**config.mk**
```make
export PLATFORM = sky130hd
export DESIGN_NAME = os_acc_drain
export DESIGN_NICKNAME = d
export VERILOG_FILES = /design/src/rtl/os_acc_drain.sv
export SDC_FILE = /design/constraint.sdc
export NUM_CORES = 1
export LEC_CHECK = 0
export CAP_MARGIN = 5
export CORE_AREA = 3 3 426 428
export CTS_BUF_LIST = sky130_fd_sc_hd__clkbuf_2
export DETAILED_ROUTE_END_ITERATION = 7
export DIE_AREA = 0 0 429 431
export GPL_TIMING_DRIVEN = 0
export SYNTH_ARGS = -nofsm -noshare
export SYNTH_HDL_FRONTEND = slang
export SYNTH_SLANG_ARGS = --single-unit
```
**constraint.sdc**
```tcl
create_clock -name clk -period 3.23 [get_ports clk]
set_input_delay 0.646 -clock clk [delete_from_list [all_inputs] [get_ports clk]]
set_output_delay 0.646 -clock clk [all_outputs]
set_load 0.05 [all_outputs]
```
**src/rtl/os_acc_drain.sv**
```systemverilog
// os_acc_drain
// Readout stage of the output-stationary array. When a matrix multiply completes
// (start_i) every PE accumulator is rescaled and saturated to OUT_WIDTH and
// latched into a row-organised snapshot buffer. The snapshot is then streamed
// one row per beat over a valid/ready interface. A one-cycle done_o pulse
// follows the final row transfer.

module os_acc_drain #(
  parameter int N         = 4,
  parameter int ACC_WIDTH = 64,
  parameter int OUT_WIDTH = 16,
  parameter int SHIFT     = 0
) (
  input  logic                         clk,
  input  logic                         rstn,
  input  logic                         start_i,
  input  logic [N*N*ACC_WIDTH-1:0]     acc_i,
  output logic                         busy_o,
  output logic                         out_valid_o,
  input  logic                         out_ready_i,
  output logic [N*OUT_WIDTH-1:0]       out_data_o,
  output logic [((N > 1) ? $clog2(N) : 1)-1:0] out_row_o,
  output logic                         out_last_o,
  output logic                         done_o
);

  localparam int RW    = (N > 1) ? $clog2(N) : 1;
  localparam int ROW_W = N * OUT_WIDTH;
  localparam logic [RW-1:0] LAST_ROW = RW'(N - 1);

  typedef enum logic {
    IDLE  = 1'b0,
    DRAIN = 1'b1
  } state_t;

  state_t               state_r;
  logic [RW-1:0]        row_r;
  logic [ROW_W-1:0]     snap_r [N];
  logic [ROW_W-1:0]     conv_s [N];
  logic                 xfer_s;
  logic [RW-1:0]        row_nxt_s;

  // Arithmetic shift (floor) followed by saturation to the signed OUT_WIDTH range.
  // The limits are built in ACC_WIDTH so the comparison is done at full precision.
  function automatic logic [OUT_WIDTH-1:0] sat_conv(input logic [ACC_WIDTH-1:0] acc);
    logic signed [ACC_WIDTH-1:0] t;
    logic signed [ACC_WIDTH-1:0] hi;
    logic signed [ACC_WIDTH-1:0] lo;
    logic [OUT_WIDTH-1:0]        res;
    t  = $signed(acc) >>> SHIFT;
    hi = '0;
    for (int i = 0; i < ACC_WIDTH; i++) begin
      hi[i] = (i < OUT_WIDTH - 1) ? 1'b1 : 1'b0;
    end
    lo = ~hi;
    if (t > hi) begin
      res = hi[OUT_WIDTH-1:0];
    end else if (t < lo) begin
      res = lo[OUT_WIDTH-1:0];
    end else begin
      res = t[OUT_WIDTH-1:0];
    end
    return res;
  endfunction

  assign xfer_s    = out_valid_o & out_ready_i;
  assign row_nxt_s = row_r + RW'(1);

  // Convert the live accumulator bus into packed output rows, ready for capture.
  always_comb begin
    for (int r = 0; r < N; r++) begin
      conv_s[r] = '0;
    end
    for (int r = 0; r < N; r++) begin
      for (int c = 0; c < N; c++) begin
        conv_s[r][c*OUT_WIDTH +: OUT_WIDTH] = sat_conv(acc_i[(r*N+c)*ACC_WIDTH +: ACC_WIDTH]);
      end
    end
  end

  // Drain FSM: snapshot on start, stream rows on handshake, pulse done after the last row.
  always_ff @(posedge clk or negedge rstn) begin
    if (!rstn) begin
      state_r     <= IDLE;
      row_r       <= '0;
      for (int r = 0; r < N; r++) begin
        snap_r[r] <= '0;
      end
      busy_o      <= 1'b0;
      out_valid_o <= 1'b0;
      out_data_o  <= '0;
      out_row_o   <= '0;
      out_last_o  <= 1'b0;
      done_o      <= 1'b0;
    end else begin
      done_o <= 1'b0;
      case (state_r)
        IDLE: begin
          if (start_i) begin
            state_r     <= DRAIN;
            row_r       <= '0;
            for (int r = 0; r < N; r++) begin
              snap_r[r] <= conv_s[r];
            end
            busy_o      <= 1'b1;
            out_valid_o <= 1'b1;
            out_data_o  <= conv_s[0];
            out_row_o   <= '0;
            out_last_o  <= (N == 1);
          end
        end
        DRAIN: begin
          // start_i is deliberately not looked at here: the snapshot stays frozen.
          if (xfer_s) begin
            if (row_r == LAST_ROW) begin
              state_r     <= IDLE;
              row_r       <= '0;
              busy_o      <= 1'b0;
              out_valid_o <= 1'b0;
              out_data_o  <= '0;
              out_row_o   <= '0;
              out_last_o  <= 1'b0;
              done_o      <= 1'b1;
            end else begin
              row_r       <= row_nxt_s;
              out_data_o  <= snap_r[row_nxt_s];
              out_row_o   <= row_nxt_s;
              out_last_o  <= (row_nxt_s == LAST_ROW);
            end
          end
        end
        default: begin
          state_r     <= IDLE;
          row_r       <= '0;
          busy_o      <= 1'b0;
          out_valid_o <= 1'b0;
          out_data_o  <= '0;
          out_row_o   <= '0;
          out_last_o  <= 1'b0;
          done_o      <= 1'b0;
        end
      endcase
    end
  end

endmodule

```
==> summary.md, run 1 <==
| Metric | Value |
|---|---|
| Outcome | `complete, no violations` |
| Critical path startpoint category | `flop` |
| Number of max-cap violations | `0` |
| Final hold vios | `0` |
| Area Growth Syn to Fin | `92.67%` |
| Placed Instances | `5472` |
| Pin count of the biggest net entering global routing | `110` |
| Setup Skew | `89.00 ps` |
| Final Cycle Share | `99.56%` |
| PD cells | `626.4 nW/um^2` |
| Yosys top cell area share | `42.19%` |
| 1st-iter DRT viols | `2056` |
| CTS Root Cell | `clkbuf_2` |
| Via count | `25258` |
| Post-CTS setup repair buffer count | `0` |
| WL per Instance | `29.30 um` |
| CTS tree | `yes` |
| Max stage delay cell, worst path | `clkdlybuf4s15_2` |
| Dominant cell type by area after synthesis | `dfrtp_1` |
| Final wirelength | `174200 um` |
| Hold WS | `245.8 ps` |
| Clk_lat worst skew | `1350 ps` |
| Yosys warns | `0` |
| Number of top-level pins | `1098` |
| Register area | `8159 um^2` |
| Final critical-path required period | `3216 ps` |
| Worst Path Required | `4420 ps` |
| Worst hold path type | `in2reg` |
| Number of synthesized register bits | `326` |
| Routability Congestion | `1.014` |
| Post-synth EDFFs | `0` |
| Rel. slew slack | `12.84%` |
| Synth Instances | `2017` |
| CP Capture Type | `flop` |
| WP data arrival | `4410 ps` |
| Sink Count | `326` |
| DRC | `0` |
| Power Total | `0.02334 W` |
| Avg Cell Area, Syn | `9.587 um^2` |
| Share of layout cells above drive strength 1 | `13.98%` |
| Clock share of power | `13.8%` |
| Part of the power in registers | `32.1%` |
| Leakage | `13.27 nW` |
| CTS clk-pin slew, worst paths | `90 ps` |
| Placed cell areas | `33380 um^2` |
| GR Overflow Total | `0` |
| Maximum VDD drop | `0.3487 mV` |
| Post-synth ARST share | `100.0%` |
| CP dominant cell by count | `buf_8` |
| Vias per cell | `4.249` |
| CP Cell Sequence | `buf_2 -> nor2b_1 -> buf_8 -> buf_8 -> buf_8 -> nand2_1 -> o41ai_2 -> clkdlybuf4s15_2 -> a21oi_2` |
| H-tree depth | `3` |
| First-pass GRT wire length | `230100 um` |
| WS Path Type | `reg2reg` |
| Core Rows | `155` |
| Top-count cell post-synth | `dfrtp_1` |
| Hpwl dp | `148200 um` |
| Post-Layout Cell Count | `5945` |
| Netlist cell types | `39` |
| Die Wd | `429 um` |
| Area of the multi-input gates | `10670 um^2` |
| Post-layout nets | `4522` |
| Fillers | `19653` |
| Post-synthesis instance area | `19340 um^2` |
| Switching Fraction | `45.67%` |
| Final instance area | `37260 um^2` |
| Antenna violations before repair | `36` |
| Die Y | `431 um` |
| Initial Util | `10.85%` |
| Port bufs | `1093` |
| Net Count, Synth | `3047` |
| Post-DRT Antenna Nets | `0` |
| Combinational share of power | `54.1%` |
| TritonCTS buffer count | `95` |
| Slowest Stage Delay on Critical Path | `480 ps` |
| Overall global routing resource usage | `18.15%` |
| Largest cells by area after synthesis | `dfrtp_1 (42%), mux4_2 (7.5%), nand4_1 (6.5%), nor4_1 (6.1%), nor2_1 (5.2%)` |
| Core area | `178200 um^2` |
| Switching power total | `0.01066 W` |
| Synth Flop Type | `dfrtp_1` |
| Vias in the first global route | `26697` |
| Slew @ Worst Pin | `1293 ps` |
| Peak Freq | `311.0 MHz` |
| Max clock buf depth | `3` |
| DRT Pass-1 Iters | `7` |
| Register area share after synthesis | `42.19%` |
| RSZ-0062 raised after global routing | `yes` |
| Die area | `184900 um^2` |
| Cell Int Power | `0.01268 W` |
| Final setup fails | `0` |
| Commonest cells post-synth | `dfrtp_1 (326), nor2_1 (266), nand2_1 (236)` |
| CP max FO | `10` |
| Slew Viols, Final | `0` |
-- worst max-delay path, delay by kind of cell (launching register included) --
kind	cells	cell delay, ps
flip-flops	1	390
AND/OR/NAND/NOR	2	500
buffers and inverters	5	1740
AO/OA/AOI/OAI	2	360
-- sequential cells by signal, indices dropped and copies added (netlist names) --
name / flops
snap_r: 256
out_valid_o: 1
out_data_o: 64
out_last_o: 1
done_o: 1
row_r: 2
state_r: 1
-- power groups by stage --
stage	Sequential, W	Combinational, W	Clock, W
after CTS	0.00744	0.0128	0.00338
after floorplan	0.00823	0.00589	0
final	0.00749	0.0126	0.00323
after global routing	0.00769	0.0135	0.00358
after global placement	0.00745	0.0124	0
after detailed placement	0.00750	0.0125	0
-- routing by layer --
metal | GRT usage [%] | vias up | part of all wire (%)
met5 | 0 | - | 0.015
met4 | 7.078 | 4 | 4.1
met3 | 3.723 | 232 | 5.8
met2 | 33.30 | 1218 | 52
met1 | 20.49 | 12720 | 38
li1 | - | 11084 | -
-- timing repair --
item / CTS / global route
gates cloned: 0 / 1
gates resized for setup: 232 / 11
endpoints found under the hold margin: 548 / 0
hold buffers: 278 / 0
setup endpoints to repair: 342 / 76
-- cell families after synthesis --
group / after synthesis / synth area share [%]
buffers and inverters: 124 / 3.177
adders and majority gates: 2 / 0.1294
DFF: 326 / 42.19
and+or+nand+nor: 1028 / 26.79
muxes: 65 / 7.512
AOI/OAI and AO/OA: 472 / 20.20
-- worst paths after layout --
kind                              from     endpoint  slack [ps]  cells after the start
max                            state_r   snap_r[86]          10                      9
min                         acc_i[368]  snap_r[146]         250                      5
max reg2reg                    state_r   snap_r[86]          10                      9
min reg2reg                snap_r[175]  snap_r[175]         480                      2
max in group asynchronous         rstn  snap_r[200]        1380                      6
min in group asynchronous         rstn  snap_r[236]         350                      4
-- layout make-up --
type | instances | area share (%)
clock inverter | 31 | 0.3862
multi-input combinational | 1567 | 28.65
sequential | 326 | 21.90
timing repair buffer | 1379 | 37.22
buffer | 120 | 1.897
tap | 2355 | 7.909
inverter | 3 | 0.03022
clock buffer | 135 | 1.813
antenna | 29 | 0.1948
-- through the flow --
| stage | TNS (ps) | util (%) | setup WS (ps) |
|---|---|---|---|
| after detailed placement | -517720 | 18.73 | -2309 |
| final | 0 | 20.90 | 14.37 |
| after CTS | 0 | 20.84 | 0.1439 |
| after global routing | -382.1 | 20.89 | -78.59 |
| after global placement | -5117010 | 18.64 | -14100 |
| after floorplan | 0 | - | 193.5 |
-- cells in the final DEF, fill, tap and decap left out, types with 56 or more instances in the layout --
| cell type | count |
|---|---|
| clkdlybuf4s50_1 | 1022 |
| dlygate4sd3_1 | 277 |
| o221ai_1 | 60 |
| dfrtp_1 | 325 |
| a21oi_1 | 78 |
| nor4_1 | 184 |
| a21oi_2 | 114 |
| nand3_1 | 56 |
| mux4_2 | 64 |
| o21ai_0 | 64 |
| o211ai_1 | 60 |
| a221o_1 | 60 |
| nand2_1 | 236 |
| nor2_1 | 266 |
| clkbuf_2 | 148 |
| nand4_1 | 200 |
No activity file was read; power rests on OpenSTA's default activity.
==> run 2, diff against run 1 <==
- clock period: 3.23 -> 3.3 ns (I/O delays scaled with it)
==> run 2 against run 1 <==
- first-iteration DRC count decreased by 0.68%
- sequential share of layout area is essentially flat
- setup slack better by 54 ps
- critical path type is now in2reg
- largest cell class unchanged
==> summary.md, run 2 (same netlist as run 1, synthesis figures left out) <==
| Metric | Value |
|---|---|
| GR Overflow Total | `0` |
| Pin count of the biggest net entering global routing | `110` |
| Core area | `178200 um^2` |
| Worst hold path type | `in2reg` |
| Clk_lat worst skew | `1330 ps` |
| Switching Fraction | `45.59%` |
| Maximum VDD drop | `0.3442 mV` |
| Final critical-path required period | `3232 ps` |
| WP data arrival | `4500 ps` |
| Top flop regs | `snap_r: 256 flops, out_data_o: 64 flops, row_r: 2 flops` |
| Placed cell areas | `33380 um^2` |
| Max clock buf depth | `3` |
| Vias in the first global route | `26660` |
| Core Rows | `155` |
| Area Growth Syn to Fin | `92.35%` |
| Die area | `184900 um^2` |
| Routability Congestion | `1.014` |
| Port bufs | `1093` |
| Overall global routing resource usage | `18.12%` |
| GRT met2 Usage | `33.39%` |
| Max stage delay cell, worst path | `clkbuf_1` |
| Final hold vios | `0` |
| WS Path Type | `in2reg` |
| CP Capture Type | `flop` |
| Share of layout cells above drive strength 1 | `13.64%` |
| Setup Skew | `86.93 ps` |
| CTS Root Cell | `clkbuf_2` |
| CTS clk-pin slew, worst paths | `90 ps` |
| Final Cycle Share | `97.94%` |
| CP dominant cell by count | `nand4_1` |
| Initial Util | `10.85%` |
| CP max FO | `10` |
| Cell Int Power | `0.01240 W` |
| CP Cell Sequence | `dlygate4sd3_1 -> clkbuf_1 -> nand4_1 -> nor4_1 -> nand4_1 -> a21oi_1 -> buf_2 -> a221o_1` |
| Antenna violations before repair | `35` |
| TritonCTS buffer count | `95` |
| DRC | `0` |
| Die Y | `431 um` |
| Post-DRT Antenna Nets | `0` |
| Die Wd | `429 um` |
| Vias per cell | `4.260` |
| H-tree depth | `3` |
| Setup ws final | `68.00 ps` |
| Hold WS | `260.2 ps` |
| Number of flip-flops in the largest register | `256` |
| Grt met3 use | `3.630%` |
| PD cells | `613.0 nW/um^2` |
| Fillers | `19656` |
| Reg with most FFs | `snap_r` |
| Met1 Resource Use GR | `20.50%` |
| Commonest non-fill, non-tap cell in the layout | `clkdlybuf4s50_1` |
| Worst Path Required | `4560 ps` |
| Slew @ Worst Pin | `1227 ps` |
| Slowest Stage Delay on Critical Path | `730 ps` |
| Outcome | `complete, no violations` |
| Combinational share of power | `54.0%` |
| Number of top-level pins | `1098` |
| Leakage | `13.23 nW` |
| Sink Count | `326` |
| First-pass GRT wire length | `229700 um` |
| Final setup fails | `0` |
| GR peak layer | `met2` |
| CTS tree | `yes` |
| Clock share of power | `13.9%` |
| Number of max-cap violations | `0` |
| DRT Pass-1 Iters | `5` |
| Peak Freq | `309.4 MHz` |
| Switching power total | `0.01040 W` |
| 1st-iter DRT viols | `2042` |
| Via count | `25311` |
| Most frequent cells in the layout | `clkdlybuf4s50_1 (1022), dfrtp_1 (325), dlygate4sd3_1 (273), nor2_1 (266), nand2_1 (236)` |
| Rel. slew slack | `18.21%` |
| Hpwl dp | `148200 um` |
| Slew Viols, Final | `0` |
| Critical path startpoint category | `input pin` |
| RSZ-0062 raised after global routing | `no` |
| Final wirelength | `173800 um` |
| Part of the power in registers | `32.1%` |
| Final instance area | `37190 um^2` |
| DP Worst Slack | `-2253 ps` |
| WL per Instance | `29.26 um` |
| Post-layout nets | `4518` |
| Final Util | `20.87%` |
## run 2: cell count changes in the layout (fill, tap and decap cells not counted), sizes merged
cell	delta
dlygate4sd3	-4
clkbuf	+2
dlygate4sd2	+16
clkdlybuf4s15	-10
buf	-8
## run 2: critical path: cells and delay by family
family | cells | cell delay [ps]
buf+inv | 3 | 1710
simple gates | 3 | 1190
compound gates | 2 | 900
## run 2: cell type report
type / instances / area [um^2] / share of cell area [%]
Timing Repair Buffer: 1374 / 13810 / 37.14
Multi-Input combinational cell: 1567 / 10660 / 28.66
Sequential cell: 326 / 8159 / 21.94
Tap cell: 2355 / 2947 / 7.922
Buffer: 121 / 713.2 / 1.917
Clock buffer: 135 / 675.6 / 1.817
Clock inverter: 31 / 143.9 / 0.3869
Antenna cell: 29 / 72.57 / 0.1951
Inverter: 3 / 11.26 / 0.03028
## run 2: worst paths after layout
check / start / end / slack, ps / cells after the start
max in group asynchronous: rstn / snap_r[200] / 1450 / 6
worst min-delay path: acc_i[754] / snap_r[114] / 260 / 5
worst max register to register: state_r / snap_r[188] / 100 / 8
worst min register to register: snap_r[175] / snap_r[175] / 480 / 2
worst max-delay path: acc_i[191] / snap_r[237] / 70 / 8
min in group asynchronous: rstn / snap_r[236] / 360 / 4
## run 2: stage by stage
step,instances,power [W],setup TNS (ps)
floorplan,2017,0.01382,0
global placement,5465,0.01941,-5080530
detailed placement,5472,0.01960,-499680
CTS,5912,0.02310,0
global route,5931,0.02426,0
finish,5941,0.02280,0
## run 2: what timing repair did
action	in CTS	in global routing
endpoints found under the setup margin	335	79
hold buffers	274	0
gates resized for setup	187	16
setup buffers	0	0
endpoints found under the hold margin	542	0
## run 2: routing by layer
| metal | vias to the layer above | routed length, um |
|---|---|---|
| met5 | - | 27 |
| met3 | 230 | 10240 |
| met2 | 1282 | 91230 |
| li1 | 11066 | - |
| met4 | 4 | 6372 |
| met1 | 12729 | 65930 |
## run 2: power by group through the flow
stage	clock [W]	combinational (W)	sequential, W
6_report	0.00316	0.0123	0.00732
5_1_grt	0.00351	0.0132	0.00752
3_5_place_dp	0	0.0123	0.00734
2_1_floorplan	0	0.00576	0.00806
4_1_cts	0.00331	0.0125	0.00728
3_3_place_gp	0	0.0121	0.00730
